File: src/rtl/debounce_pkg.sv
`default_nettype none
// ============================================================================
// Module      : debounce_pkg
// Description : Shared types and constants for the two-channel input
//               debouncer: per-channel FSM state encoding, the default
//               stability window, and the short window used in simulation.
// Revision    : 1.0 - initial release
// ============================================================================
package debounce_pkg;

  // Per-channel debounce FSM state, explicit 1-bit encoding.
  typedef enum logic [0:0] {
    STABLE  = 1'b0,
    PENDING = 1'b1
  } deb_state_e;

  // Default number of consecutive synchronized cycles a new level must hold.
  localparam int c_DEFAULT_DEBOUNCE_CYCLES = 16;

  // Short window so simulation exercises the full behaviour quickly.
  localparam int c_SIM_DEBOUNCE_CYCLES = 4;

endpackage : debounce_pkg
`default_nettype wire

File: src/rtl/debounce_channel.sv
`default_nettype none
// ============================================================================
// Module      : debounce_channel
// Description : One debounced input bit: 2-flop synchronizer, stability
//               counter FSM, registered clean level and one-cycle edge pulses.
// Ports       : clk     - system clock, rising edge
//               rst_n   - asynchronous active-low reset
//               i_raw   - raw asynchronous input
//               o_clean - debounced level (registered)
//               o_rise  - one-cycle pulse when o_clean goes 0->1
//               o_fall  - one-cycle pulse when o_clean goes 1->0
// Revision    : 1.0 - initial release
// ============================================================================
module debounce_channel
  import debounce_pkg::*;
#(
  parameter int DEBOUNCE_CYCLES = c_DEFAULT_DEBOUNCE_CYCLES,
  parameter int CNT_W           = $clog2(DEBOUNCE_CYCLES + 1)
) (
  input  logic clk,
  input  logic rst_n,
  input  logic i_raw,
  output logic o_clean,
  output logic o_rise,
  output logic o_fall
);

  localparam logic [CNT_W-1:0] c_CNT_LAST = CNT_W'(DEBOUNCE_CYCLES - 1);

  logic             r_sync1;
  logic             r_sync2;
  logic             r_clean;
  logic             r_rise;
  logic             r_fall;
  logic [CNT_W-1:0] r_cnt;
  deb_state_e       r_state;

  logic             w_diff;
  logic             w_done;

  // Two-flop synchronizer for the asynchronous board input.
  always_ff @(posedge clk or negedge rst_n) begin
    if (!rst_n) begin
      r_sync1 <= 1'b0;
      r_sync2 <= 1'b0;
    end else begin
      r_sync1 <= i_raw;
      r_sync2 <= r_sync1;
    end
  end

  assign w_diff = r_sync2 ^ r_clean;
  // The current mismatching cycle is the last one the window requires.
  assign w_done = w_diff && (r_cnt == c_CNT_LAST);

  // The mismatch seen in STABLE already counts as the first cycle of the
  // window, so the counter is loaded with 1 on entry to PENDING. With a
  // window of one cycle w_done is true immediately and the counter stays 0.
  always_ff @(posedge clk or negedge rst_n) begin
    if (!rst_n) begin
      r_state <= STABLE;
      r_cnt   <= '0;
      r_clean <= 1'b0;
      r_rise  <= 1'b0;
      r_fall  <= 1'b0;
    end else begin
      r_rise <= 1'b0;
      r_fall <= 1'b0;
      case (r_state)
        STABLE: begin
          if (w_done) begin
            r_clean <= r_sync2;
            r_rise  <= r_sync2;
            r_fall  <= ~r_sync2;
            r_cnt   <= '0;
          end else if (w_diff) begin
            r_cnt   <= r_cnt + 1'b1;
            r_state <= PENDING;
          end else begin
            r_cnt   <= '0;
          end
        end
        PENDING: begin
          if (!w_diff) begin
            // Input returned to the committed level: glitch rejected.
            r_cnt   <= '0;
            r_state <= STABLE;
          end else if (w_done) begin
            r_clean <= r_sync2;
            r_rise  <= r_sync2;
            r_fall  <= ~r_sync2;
            r_cnt   <= '0;
            r_state <= STABLE;
          end else begin
            r_cnt   <= r_cnt + 1'b1;
          end
        end
        default: begin
          r_cnt   <= '0;
          r_state <= STABLE;
        end
      endcase
    end
  end

  assign o_clean = r_clean;
  assign o_rise  = r_rise;
  assign o_fall  = r_fall;

endmodule : debounce_channel
`default_nettype wire

File: src/rtl/debounce_two_input.sv
`default_nettype none
// ============================================================================
// Module      : debounce_two_input
// Description : Conditioning stage for the two-input gate: two independent
//               debounce channels producing clean levels and edge pulses.
// Ports       : clk, rst_n           - clock, asynchronous active-low reset
//               in1_raw, in2_raw     - raw asynchronous inputs
//               in1_clean, in2_clean - debounced registered levels
//               in1_rise, in2_rise   - one-cycle 0->1 pulses
//               in1_fall, in2_fall   - one-cycle 1->0 pulses
// Revision    : 1.0 - initial release
// ============================================================================
module debounce_two_input
  import debounce_pkg::*;
#(
  parameter int DEBOUNCE_CYCLES = c_DEFAULT_DEBOUNCE_CYCLES,
  parameter int CNT_W           = $clog2(DEBOUNCE_CYCLES + 1)
) (
  input  logic clk,
  input  logic rst_n,
  input  logic in1_raw,
  input  logic in2_raw,
  output logic in1_clean,
  output logic in2_clean,
  output logic in1_rise,
  output logic in2_rise,
  output logic in1_fall,
  output logic in2_fall
);

  debounce_channel #(
    .DEBOUNCE_CYCLES (DEBOUNCE_CYCLES),
    .CNT_W           (CNT_W)
  ) u_ch1 (
    .clk     (clk),
    .rst_n   (rst_n),
    .i_raw   (in1_raw),
    .o_clean (in1_clean),
    .o_rise  (in1_rise),
    .o_fall  (in1_fall)
  );

  debounce_channel #(
    .DEBOUNCE_CYCLES (DEBOUNCE_CYCLES),
    .CNT_W           (CNT_W)
  ) u_ch2 (
    .clk     (clk),
    .rst_n   (rst_n),
    .i_raw   (in2_raw),
    .o_clean (in2_clean),
    .o_rise  (in2_rise),
    .o_fall  (in2_fall)
  );

endmodule : debounce_two_input
`default_nettype wire
File: config.mk
export PLATFORM = sky130hd
export DESIGN_NAME = debounce_two_input
export DESIGN_NICKNAME = d
export VERILOG_FILES = /design/src/rtl/debounce_pkg.sv /design/src/rtl/debounce_channel.sv /design/src/rtl/debounce_two_input.sv
export SDC_FILE = /design/constraint.sdc
export NUM_CORES = 1
export LEC_CHECK = 0
export CORE_AREA = 2 2 41 43
export CTS_CLUSTER_DIAMETER = 30
export DETAILED_ROUTE_END_ITERATION = 7
export DIE_AREA = 0 0 43 45
export GPL_ROUTABILITY_DRIVEN = 0
export GPL_TIMING_DRIVEN = 1
export PLACE_DENSITY = 0.77
export SLEW_MARGIN = 10
export SYNTH_ARGS = -nofsm -noshare
export SYNTH_HDL_FRONTEND = slang
export SYNTH_HIERARCHICAL = 1
export SYNTH_SLANG_ARGS = --single-unit
File: constraint.sdc
create_clock -name clk -period 4.8 [get_ports clk]
set_clock_uncertainty 0.15 [all_clocks]
set_input_delay 0.96 -clock clk [delete_from_list [all_inputs] [get_ports clk]]
set_output_delay 0.96 -clock clk [all_outputs]
set_load 0.01 [all_outputs]
==> results.md <==
* Placed cell area at 876 um2
* Layout cells sized above 1 at 8.45%
* Post-DP HPWL at 835 um
* Fin crit share at 49.3%
* Vias per cell at 5.47
* Crit path max-delay family: buffers and inverters
* Max IR drop VDD at 0.205 mV
* Flop and latch count out of synthesis at 20
* Fillers at 131
* Synthesis-to-layout area growth at 18.0%
* Final Instance Area at 912 um2
* Pwr Total at 0.000291 W
* CTS hold repair buffers at 0
* Buffers added on ports at 9
* Hold/Removal Path Class: reg2reg
* Ys flop type: dfrtp_1
* Vias in the first global route at 465
* Post-route setup slack at 2.43 ns
* Rel. slew slack at 44.7%
* # Post-CTS Setup Buffers at 0
* Critical Path RT at 3.69 ns
* Initial DRC count at 2
* EDFF count, synth at 0
* CP peak stage delay at 0.55 ns
* Clock Path Buffers at 2
* Initial Util at 52.6%
* CTS Root Cell: clkbuf_4
* Max_cap viols at 0
* Yosys top cell by area: dfrtp_1
* Largest fanout on the critical path at 4
* WL final at 1170 um
* Final hold vios at 0
* Sequential share of the synthesized area at 64.7%
* TritonCTS Sinks at 20
* Via count at 476
* Die Wd at 43 um
* Status: completed
* Biggest regs: u_ch1/r_cnt x5, u_ch2/r_cnt x5
* Core box area at 1470 um2
* Ports at 10
* Ys async rst share at 100%
* Place WS at 2.60 ns
* Buf/Inv on CP at 1
* Post-DRT Antenna Nets at 0
* CTS tree: yes
* Endpoints failing setup at 0
* Antenna violations before repair at 0
* Clock Latency Late Sink at 0.30 ns
* Detailed Routing Iterations Pass 1 at 3
* CTS buffer count at 3
* Unrepaired setup endpoints after global routing: false
* Row count at 14
* CTS clk-pin slew, worst paths at 0.11 ns
* Cells after Synth at 60
* GRT overflow at 0
* Tmin final at 2.37 ns
* DRC viols at 0
* Reg2reg setup slack at 3.10 ns
* Resized cells post-CTS at 0
* Worst slew pin tran at 0.827 ns
* Startpoint class of the critical path: flip-flop
* Synth unique cells at 15
* Synthesized area at 773 um2
* Power Density at 319 nW/um2
* Synth Area per Inst at 12.9 um2
* Htree depth at 1
* Crit path capture type: output port
* Synth Net Count at 68
* LEAKAGE at 0.404 nW
* Die H at 45 um
* Synth warn at 6
* Top cells by count, synth: dfrtp_1 (20), nor3_1 (6)
* Antenna cells at 0
* Slowest-stage cell, CP: clkdlybuf4s50_1
* Sequence of cells on the critical path: clkdlybuf4s50_1
* Slew Limit Fails at 0
* All-Layer GR Usage at 16.2%
* Synth area leaders: dfrtp_1 (65%), ha_1 (6.5%), xnor2_1 (4.5%)
* Full die area at 1940 um2
* Post-synth top area share at 64.7%
* First-pass GRT wire length at 2100 um
* DR WL/cell at 13.4 um
* Largest net degree at the start of global routing at 21
* Hold WS at 0.212 ns
* Net total in the final layout at 80
* Highest Clock Rate at 423 MHz
* Setup Crit Path Kind: reg2out
* Most common cell in the netlist: dfrtp_1
* Crit path DAT at 1.26 ns
* TNS Setup at 0 ns
-- where the power goes --
part           switching [W]  internal (W)
clock network      0.0000500     0.0000462
registers         0.00000510      0.000174
logic             0.00000781    0.00000736
total              0.0000629      0.000228
-- cells in the final DEF (no fill, tap or decap) --
cell type / Yosys / layout
nand2_1: 2 / 2
nor4_2: 2 / 2
ha_1: 4 / 4
nor3_1: 6 / 6
clkdlybuf4s50_1: 0 / 9
clkbuf_4: 0 / 3
dfrtp_1: 20 / 20
o21bai_1: 2 / 2
inv_1: 4 / 4
nor3b_1: 4 / 4
nor2_1: 2 / 2
and3_1: 2 / 2
and4_1: 2 / 2
a21oi_1: 2 / 2
xnor2_1: 4 / 4
clkbuf_8: 0 / 1
o21ai_0: 2 / 2
-- area by class of cell --
type                            instances  area (um2)  area share [%]
Clock buffer                            4        36.3            3.98
Inverter                                4        15.0            1.65
Multi-Input combinational cell         34         250            27.4
Sequential cell                        20         500            54.9
Tap cell                               16        20.0            2.19
Timing Repair Buffer                    9        90.1            9.88
-- worst paths after layout --
kind                                start        endpoint  cells after the start
hold reg to reg             u_ch1/r_sync1   u_ch1/r_sync2                      0
setup reg to reg           u_ch1/r_cnt[0]  u_ch1/r_cnt[3]                      5
setup / recovery            u_ch1/o_clean       in1_clean                      1
max in group asynchronous           rst_n    u_ch2/o_fall                      1
hold / removal              u_ch1/r_sync1   u_ch1/r_sync2                      0
min in group asynchronous           rst_n  u_ch1/r_cnt[4]                      1
-- per-layer routing --
layer	up-vias	wire (um)	track usage, %
li1	226	-	-
met1	239	554	20.3
met2	9	554	22.7
met3	2	43	6.00
met4	0	15	12.7
met5	-	0	0
-- stage by stage --
step	utilization, %	instances
after floorplan	-	60
after global placement	59.5	83
after detailed placement	59.5	83
after CTS	62.0	87
after global routing	62.0	87
final	62.0	87
-- cells by family after synthesis --
kind of cell	count (synthesis)	share of synthesized area (%)
adder cells (fa/ha/maj)	4	6.47
XOR/XNOR	4	4.53
flip-flops	20	64.7
AO/OA/AOI/OAI	6	4.53
AND/OR/NAND/NOR	20	16.8
buffers and inverters	6	2.91
Power figures use the tool's default switching activity.
